===== config.mk =====
export PLATFORM = sky130hd
export DESIGN_NAME = div_ctrl_flat
export DESIGN_NICKNAME = d
export VERILOG_FILES = /design/src/rtl/div_ctrl_pkg.sv /design/src/rtl/div_ctrl_if.sv /design/src/rtl/div_ctrl_step.sv /design/src/rtl/div_ctrl.sv /design/src/flat_wrapper.sv
export SDC_FILE = /design/constraint.sdc
export NUM_CORES = 1
export LEC_CHECK = 0
export ABC_AREA = 0
export CAP_MARGIN = 20
export CORE_AREA = 5 5 130 132
export CTS_CLUSTER_SIZE = 24
export DETAILED_ROUTE_END_ITERATION = 10
export DIE_AREA = 0 0 135 137
export PLACE_DENSITY = 0.87
export SETUP_SLACK_MARGIN = 0.15
export SLEW_MARGIN = 25
export SYNTH_ARGS = -nofsm -noshare
export SYNTH_HDL_FRONTEND = slang
export SYNTH_SLANG_ARGS = --single-unit
export TNS_END_PERCENT = 50

===== constraint.sdc =====
create_clock -name clk -period 14.36 [get_ports clk]
set_input_delay 2.872 -clock clk [delete_from_list [all_inputs] [get_ports clk]]
set_output_delay 2.872 -clock clk [all_outputs]
set_load 0.03 [all_outputs]

===== src/rtl/div_ctrl_pkg.sv =====
// Shared constants for the HI/LO divide sequencer: state encodings, handshake levels, bus widths.
// Optional signed support is selected with DIV_SIGNED_EN (see div_ctrl.sv).
package div_ctrl_pkg;

    localparam int RegBus       = 32;
    localparam int DoubleRegBus = 64;

    localparam logic [1:0] DivFree   = 2'b00;
    localparam logic [1:0] DivByZero = 2'b01;
    localparam logic [1:0] DivOn     = 2'b10;
    localparam logic [1:0] DivEnd    = 2'b11;

    localparam logic DivResultReady    = 1'b1;
    localparam logic DivResultNotReady = 1'b0;
    localparam logic DivStart          = 1'b1;
    localparam logic DivStop           = 1'b0;

    localparam logic [RegBus-1:0] ZeroWord = '0;

    // Two's-complement negate when c is set; wraps modulo 2^32 (so -0x80000000 stays 0x80000000).
    function automatic logic [RegBus-1:0] neg_if(input logic c, input logic [RegBus-1:0] v);
        return c ? (~v + 32'd1) : v;
    endfunction

endpackage


===== src/rtl/div_ctrl_if.sv =====
// EX <-> divider handshake: operands and request in, HI/LO result, ready and stall out.
interface div_ctrl_if;
    import div_ctrl_pkg::*;

    logic                    start_i;
    logic                    annul_i;
    logic                    signed_i;
    logic [RegBus-1:0]       opdata1_i;
    logic [RegBus-1:0]       opdata2_i;
    logic [DoubleRegBus-1:0] result_o;
    logic                    ready_o;
    logic                    stall_req_o;

    modport master (
        output start_i, annul_i, signed_i, opdata1_i, opdata2_i,
        input  result_o, ready_o, stall_req_o
    );

    modport slave (
        input  start_i, annul_i, signed_i, opdata1_i, opdata2_i,
        output result_o, ready_o, stall_req_o
    );

endinterface


===== src/rtl/div_ctrl_step.sv =====
// One restoring-division step: trial-subtract the divisor from the partial remainder,
// keep the difference and shift in a 1 if it fits, otherwise shift in a 0.
module div_step
    import div_ctrl_pkg::*;
(
    input  logic [DoubleRegBus:0] work,
    input  logic [RegBus-1:0]     divisor,
    output logic [DoubleRegBus:0] work_nxt
);

    logic [RegBus:0] minuend;

    assign minuend = work[DoubleRegBus:RegBus] - {1'b0, divisor};

    // minuend[32] is the borrow: divisor did not fit into the partial remainder.
    always_comb begin
        work_nxt = {work[DoubleRegBus-1:0], 1'b0};
        if (!minuend[RegBus])
            work_nxt = {minuend[RegBus-1:0], work[RegBus-1:0], 1'b1};
    end

endmodule


===== src/rtl/div_ctrl.sv =====
// 32-step restoring divider for DIV/DIVU; returns {HI=remainder, LO=quotient}.
// Define DIV_SIGNED_EN to honour signed_i (operand magnitudes and result sign fix).
module div_ctrl
    import div_ctrl_pkg::*;
(
    input logic      clk,
    input logic      rst,
    div_ctrl_if.slave bus
);

    logic [1:0]              state;
    logic [5:0]              cnt;
    logic [DoubleRegBus:0]   work;
    logic [DoubleRegBus:0]   work_nxt;
    logic [RegBus-1:0]       divisor;
    logic [RegBus-1:0]       op1_mag;
    logic [RegBus-1:0]       op2_mag;
    logic [RegBus-1:0]       quo_fix;
    logic [RegBus-1:0]       rem_fix;
    logic [DoubleRegBus-1:0] result_q;
    logic                    ready_q;

    div_step u_step (
        .work     (work),
        .divisor  (divisor),
        .work_nxt (work_nxt)
    );

`ifdef DIV_SIGNED_EN
    logic neg_q;
    logic neg_r;
    logic neg_q_nxt;
    logic neg_r_nxt;

    assign op1_mag   = neg_if(bus.signed_i & bus.opdata1_i[RegBus-1], bus.opdata1_i);
    assign op2_mag   = neg_if(bus.signed_i & bus.opdata2_i[RegBus-1], bus.opdata2_i);
    assign neg_q_nxt = bus.signed_i & (bus.opdata1_i[RegBus-1] ^ bus.opdata2_i[RegBus-1]);
    assign neg_r_nxt = bus.signed_i & bus.opdata1_i[RegBus-1];
    // Remainder follows the dividend's sign, quotient is negative when the signs differ.
    assign quo_fix   = neg_if(neg_q, work[RegBus-1:0]);
    assign rem_fix   = neg_if(neg_r, work[DoubleRegBus:RegBus+1]);
`else
    assign op1_mag = bus.opdata1_i;
    assign op2_mag = bus.opdata2_i;
    assign quo_fix = work[RegBus-1:0];
    assign rem_fix = work[DoubleRegBus:RegBus+1];
`endif

    assign bus.result_o    = result_q;
    assign bus.ready_o     = ready_q;
    assign bus.stall_req_o = bus.start_i & ~ready_q;

    always_ff @(posedge clk or posedge rst) begin
        if (rst) begin
            state    <= DivFree;
            cnt      <= '0;
            work     <= '0;
            divisor  <= ZeroWord;
            result_q <= '0;
            ready_q  <= DivResultNotReady;
`ifdef DIV_SIGNED_EN
            neg_q    <= 1'b0;
            neg_r    <= 1'b0;
`endif
        end else begin
            case (state)
                DivFree: begin
                    result_q <= '0;
                    ready_q  <= DivResultNotReady;
                    if (bus.start_i == DivStart && !bus.annul_i) begin
                        if (bus.opdata2_i == ZeroWord) begin
                            state <= DivByZero;
                        end else begin
                            state   <= DivOn;
                            cnt     <= '0;
                            divisor <= op2_mag;
                            work    <= {ZeroWord, op1_mag, 1'b0};
`ifdef DIV_SIGNED_EN
                            neg_q   <= neg_q_nxt;
                            neg_r   <= neg_r_nxt;
`endif
                        end
                    end
                end
                DivByZero: begin
                    if (bus.annul_i) begin
                        state <= DivFree;
                    end else begin
                        state    <= DivEnd;
                        result_q <= '0;
                        ready_q  <= DivResultReady;
                    end
                end
                DivOn: begin
                    if (bus.annul_i) begin
                        state <= DivFree;
                    end else if (cnt != 6'd32) begin
                        work <= work_nxt;
                        cnt  <= cnt + 6'd1;
                    end else begin
                        state    <= DivEnd;
                        result_q <= {rem_fix, quo_fix};
                        ready_q  <= DivResultReady;
                    end
                end
                DivEnd: begin
                    // Result is held until EX drops start_i, so a back-to-back request is not taken here.
                    if (bus.annul_i || bus.start_i == DivStop) begin
                        state    <= DivFree;
                        result_q <= '0;
                        ready_q  <= DivResultNotReady;
                    end
                end
                default: state <= DivFree;
            endcase
        end
    end

endmodule

===== src/flat_wrapper.sv =====
// flat-port wrapper written by rule: the top's interface ports become plain ports
module div_ctrl_flat import div_ctrl_pkg::*;
  (clk, rst, bus_start_i, bus_annul_i, bus_signed_i, bus_opdata1_i, bus_opdata2_i, bus_result_o, bus_ready_o, bus_stall_req_o);
  div_ctrl_if bus_i ();
  input logic clk;
  input logic rst;
  input wire logic [$bits(bus_i.start_i)-1:0] bus_start_i;
  input wire logic [$bits(bus_i.annul_i)-1:0] bus_annul_i;
  input wire logic [$bits(bus_i.signed_i)-1:0] bus_signed_i;
  input wire logic [$bits(bus_i.opdata1_i)-1:0] bus_opdata1_i;
  input wire logic [$bits(bus_i.opdata2_i)-1:0] bus_opdata2_i;
  output wire logic [$bits(bus_i.result_o)-1:0] bus_result_o;
  output wire logic [$bits(bus_i.ready_o)-1:0] bus_ready_o;
  output wire logic [$bits(bus_i.stall_req_o)-1:0] bus_stall_req_o;
  assign bus_i.start_i = bus_start_i;
  assign bus_i.annul_i = bus_annul_i;
  assign bus_i.signed_i = bus_signed_i;
  assign bus_i.opdata1_i = bus_opdata1_i;
  assign bus_i.opdata2_i = bus_opdata2_i;
  assign bus_result_o = bus_i.result_o;
  assign bus_ready_o = bus_i.ready_o;
  assign bus_stall_req_o = bus_i.stall_req_o;
  div_ctrl u_core (.clk(clk), .rst(rst), .bus(bus_i));
endmodule

==> results_dict.tcl <==
set metrics [dict create \
    cpMaxStageDelayCell "clkdlybuf4s50_1" \
    synth-compound-area-share 0.174 \
    synth_edf_count 0 \
    r2r_start "u_core.work[32]" \
    cts_tree "built" \
    worstPathRequired_ns 11.49 \
    post-route-min-period_ns 7.13 \
    whs_ns 0.474 \
    synth_xor_xnor_area_share 0.0308 \
    place_ws_ns 7.22 \
    track_usage 0.230 \
    rsz0062_at_grt "no" \
    drive_above_1_share 0.0892 \
    dpl.hpwl_um 14400 \
    rr_worst_depth 13 \
    power_mw 2.65 \
    ys_types 56 \
    clock_skew_ns 0.00868 \
    fin_tns_setup_ns 0 \
    synthCells 971 \
    yosysWarnings 0 \
    critPathArrivalTime_ns 4.26 \
    synthAdderAreaFrac 0.0547 \
    cts_root_buffer "clkbuf_16" \
    slew_headroom 0.454 \
    status "finished clean" \
    ys_seq_elements 170 \
    io_pins 135 \
    clkLatencyLatePin_ns 0.42 \
    die_width_um 135 \
    synth_top_cell_by_area "dfrtp_1" \
    clk_pin_slew_ns 0.06 \
    row_count 46 \
    worstHoldStart "u_core.bus.result_o[17]" \
    cts.htree.levels 4 \
    holdBufCountCts 0 \
    core_um2 15600 \
    grt_pass1_wl_um 34100 \
    dieArea_um2 18500 \
    yosysSeqAreaShare 0.470 \
    syn_avg_cell_area_um2 9.32 \
    r2r-end "u_core.work[34]" \
    io_buffers 133 \
    finalSetupViolations 0 \
    synth_mux_area_frac 0.0534 \
    synth_fp_nets 1079 \
    nets 1183 \
    hold-path-cell-count 2 \
    wl_um 20700 \
    place_congestion 0.898 \
    wl_per_cell_um 15.9 \
    cp_common_cell "clkdlybuf4s50_1" \
    rrSetupSlack_ns 10.76 \
    vdd_drop_max_mv 0.133 \
    cap_violations 0 \
    synthSimpleGateAreaFrac 0.173 \
    leakagePower_nw 4.89 \
    min_path_type "reg -> reg" \
    endpoint_kind "output port" \
    crit_type "in -> out" \
    drt_iter0_markers 521 \
    worst_slew_pin_slew_ns 0.819 \
    placed_area_um2 10500 \
    grt_pass1_vias 6932 \
    startpoint_type "primary input" \
    p_per_area_nw_per_um2 239 \
    initial_core_util 0.580 \
    route.antenna.remaining_nets 0 \
    vias 7405 \
    final_area_um2 11100 \
    dr.pass1.iters 5 \
    drc_errors 0 \
    netlist_area_um2 9050 \
    cts_made_buffers 17 \
    crit_chain "clkdlybuf4s50_1 -> inv_1 -> nor2_1 -> clkdlybuf4s50_1" \
    diodes 0 \
    grt_max_degree 118 \
    ctsResizeCount 0 \
    synthToLayoutAreaGrowth_pct 22.8 \
    crit_buf_inv 3 \
    yosysTopAreaCellShare 0.470 \
    worst_slack_ns 7.23 \
    max_freq_ghz 0.140 \
    async_flop_share 1.00 \
    path_max_fanout 3 \
    cts_sinks 170 \
    die_y_um 137 \
    ys_top_cells_by_area "dfrtp_1, nand2_1, ha_1" \
    path_depth 4 \
    viasPerCell 5.68 \
    clockBufferDepth 2 \
    synthTopCellsByCount "nand2_1, dfrtp_1, o21ai_0" \
    max_stage_delay_ns 0.68 \
    critical_path.top_delay_family "buffers and inverters" \
    maxSlewViolCount 0 \
    post_cts_buffers 0 \
    gr-total-overflow 0 \
    synth_flop_cell "dfrtp_1" \
    synth_most_common_cell "nand2_1" \
    min_to "u_core.bus.result_o[17]" \
    antenna_found_initial 0 \
    hold_viol 0 \
    fin_crit_sh 0.497 \
    synth_top_family_by_area "compound AO/OA/AOI/OAI gates" \
]
how the worst max path moves through the flow:
stage          slack [ns]         from                  to
6_report             7.23  bus_start_i     bus_stall_req_o
5_1_grt              7.21  bus_start_i     bus_stall_req_o
3_3_place_gp         7.23  bus_start_i     bus_stall_req_o
2_1_floorplan        6.88          rst  u_core.bus.ready_o
4_1_cts              7.22  bus_start_i     bus_stall_req_o
3_5_place_dp         7.22  bus_start_i     bus_stall_req_o
layout by cell type (no fill, tap or decap), types with 4 or more instances in the layout:
cell               n
o21ai_1            7
nand4_1            8
a21oi_1           36
mux2i_1           10
o311ai_1           8
a31oi_1           37
nand2b_1          35
buf_4              5
nor4_1             9
o21ai_0           86
nor2b_1            6
mux2_2            34
xnor2_1           20
clkbuf_1           6
xor2_1            10
and3_1             5
inv_1             41
dfrtp_1          170
clkdlybuf4s50_1  133
nand3_1           28
a21o_1            16
clkbuf_16         17
o311ai_2          13
ha_1              37
nor2_1            57
nand2_1          191
a22o_1             4
worst reg2reg max path, cell delays in order, from the launching register on:
cell and delay [ns]:
dfrtp_1 0.38, inv_1 0.08, ha_1 0.20, fa_1 0.22, nor2b_1 0.08, o2111ai_1 0.25, a21oi_1 0.18, o2111ai_2 0.29
nand3_2 0.19, a311oi_4 0.50, xnor2_4 0.15, buf_4 0.57, mux2i_1 0.20, a22o_1 0.22
registers in the layout, indices dropped and copies added, names as in the netlist:
register and flops:
u_core.divisor 32, u_core.bus.result_o 64, u_core.work 65, u_core.state 2, u_core.cnt 6, u_core.bus.ready_o 1
per-layer routing:
| layer | GRT usage | part of all wire | vias to the layer above |
|---|---|---|---|
| met3 | 0.0375 | 0.057 | 47 |
| li1 | - | - | 3597 |
| met2 | 0.367 | 0.48 | 254 |
| met4 | 0.0969 | 0.029 | 0 |
| met1 | 0.316 | 0.44 | 3507 |
| met5 | 0 | 0 | - |
report_power, final:
part / internal [mW] / switching, mW / total [mW]
combinational: 0.573 / 0.862 / 1.44
sequential: 0.662 / 0.120 / 0.782
clock: 0.252 / 0.180 / 0.432
final cells by class:
type                       count  area (um2)
clock buffer                  26         489
clock inverter                 6        63.8
fill                        1129        4490
inverter                      42         163
multi-input combinational    703        4450
sequential                   170        4250
tap                          216         270
timing repair buffer         141        1420
cell families after synthesis:
group / after synthesis
flip-flops: 170
AND/OR/NAND/NOR: 354
multiplexers: 44
XOR/XNOR: 31
AO/OA/AOI/OAI: 235
adder cells (fa/ha/maj): 39
buffers and inverters: 98
per-stage QoR:
stage                     cells  utilization
after floorplan             971            -
after global placement     1271        0.674
after detailed placement   1271        0.674
after CTS                  1303        0.710
after global routing       1304        0.712
final                      1304        0.712
Note: power is estimated with default switching activity, not from simulation.
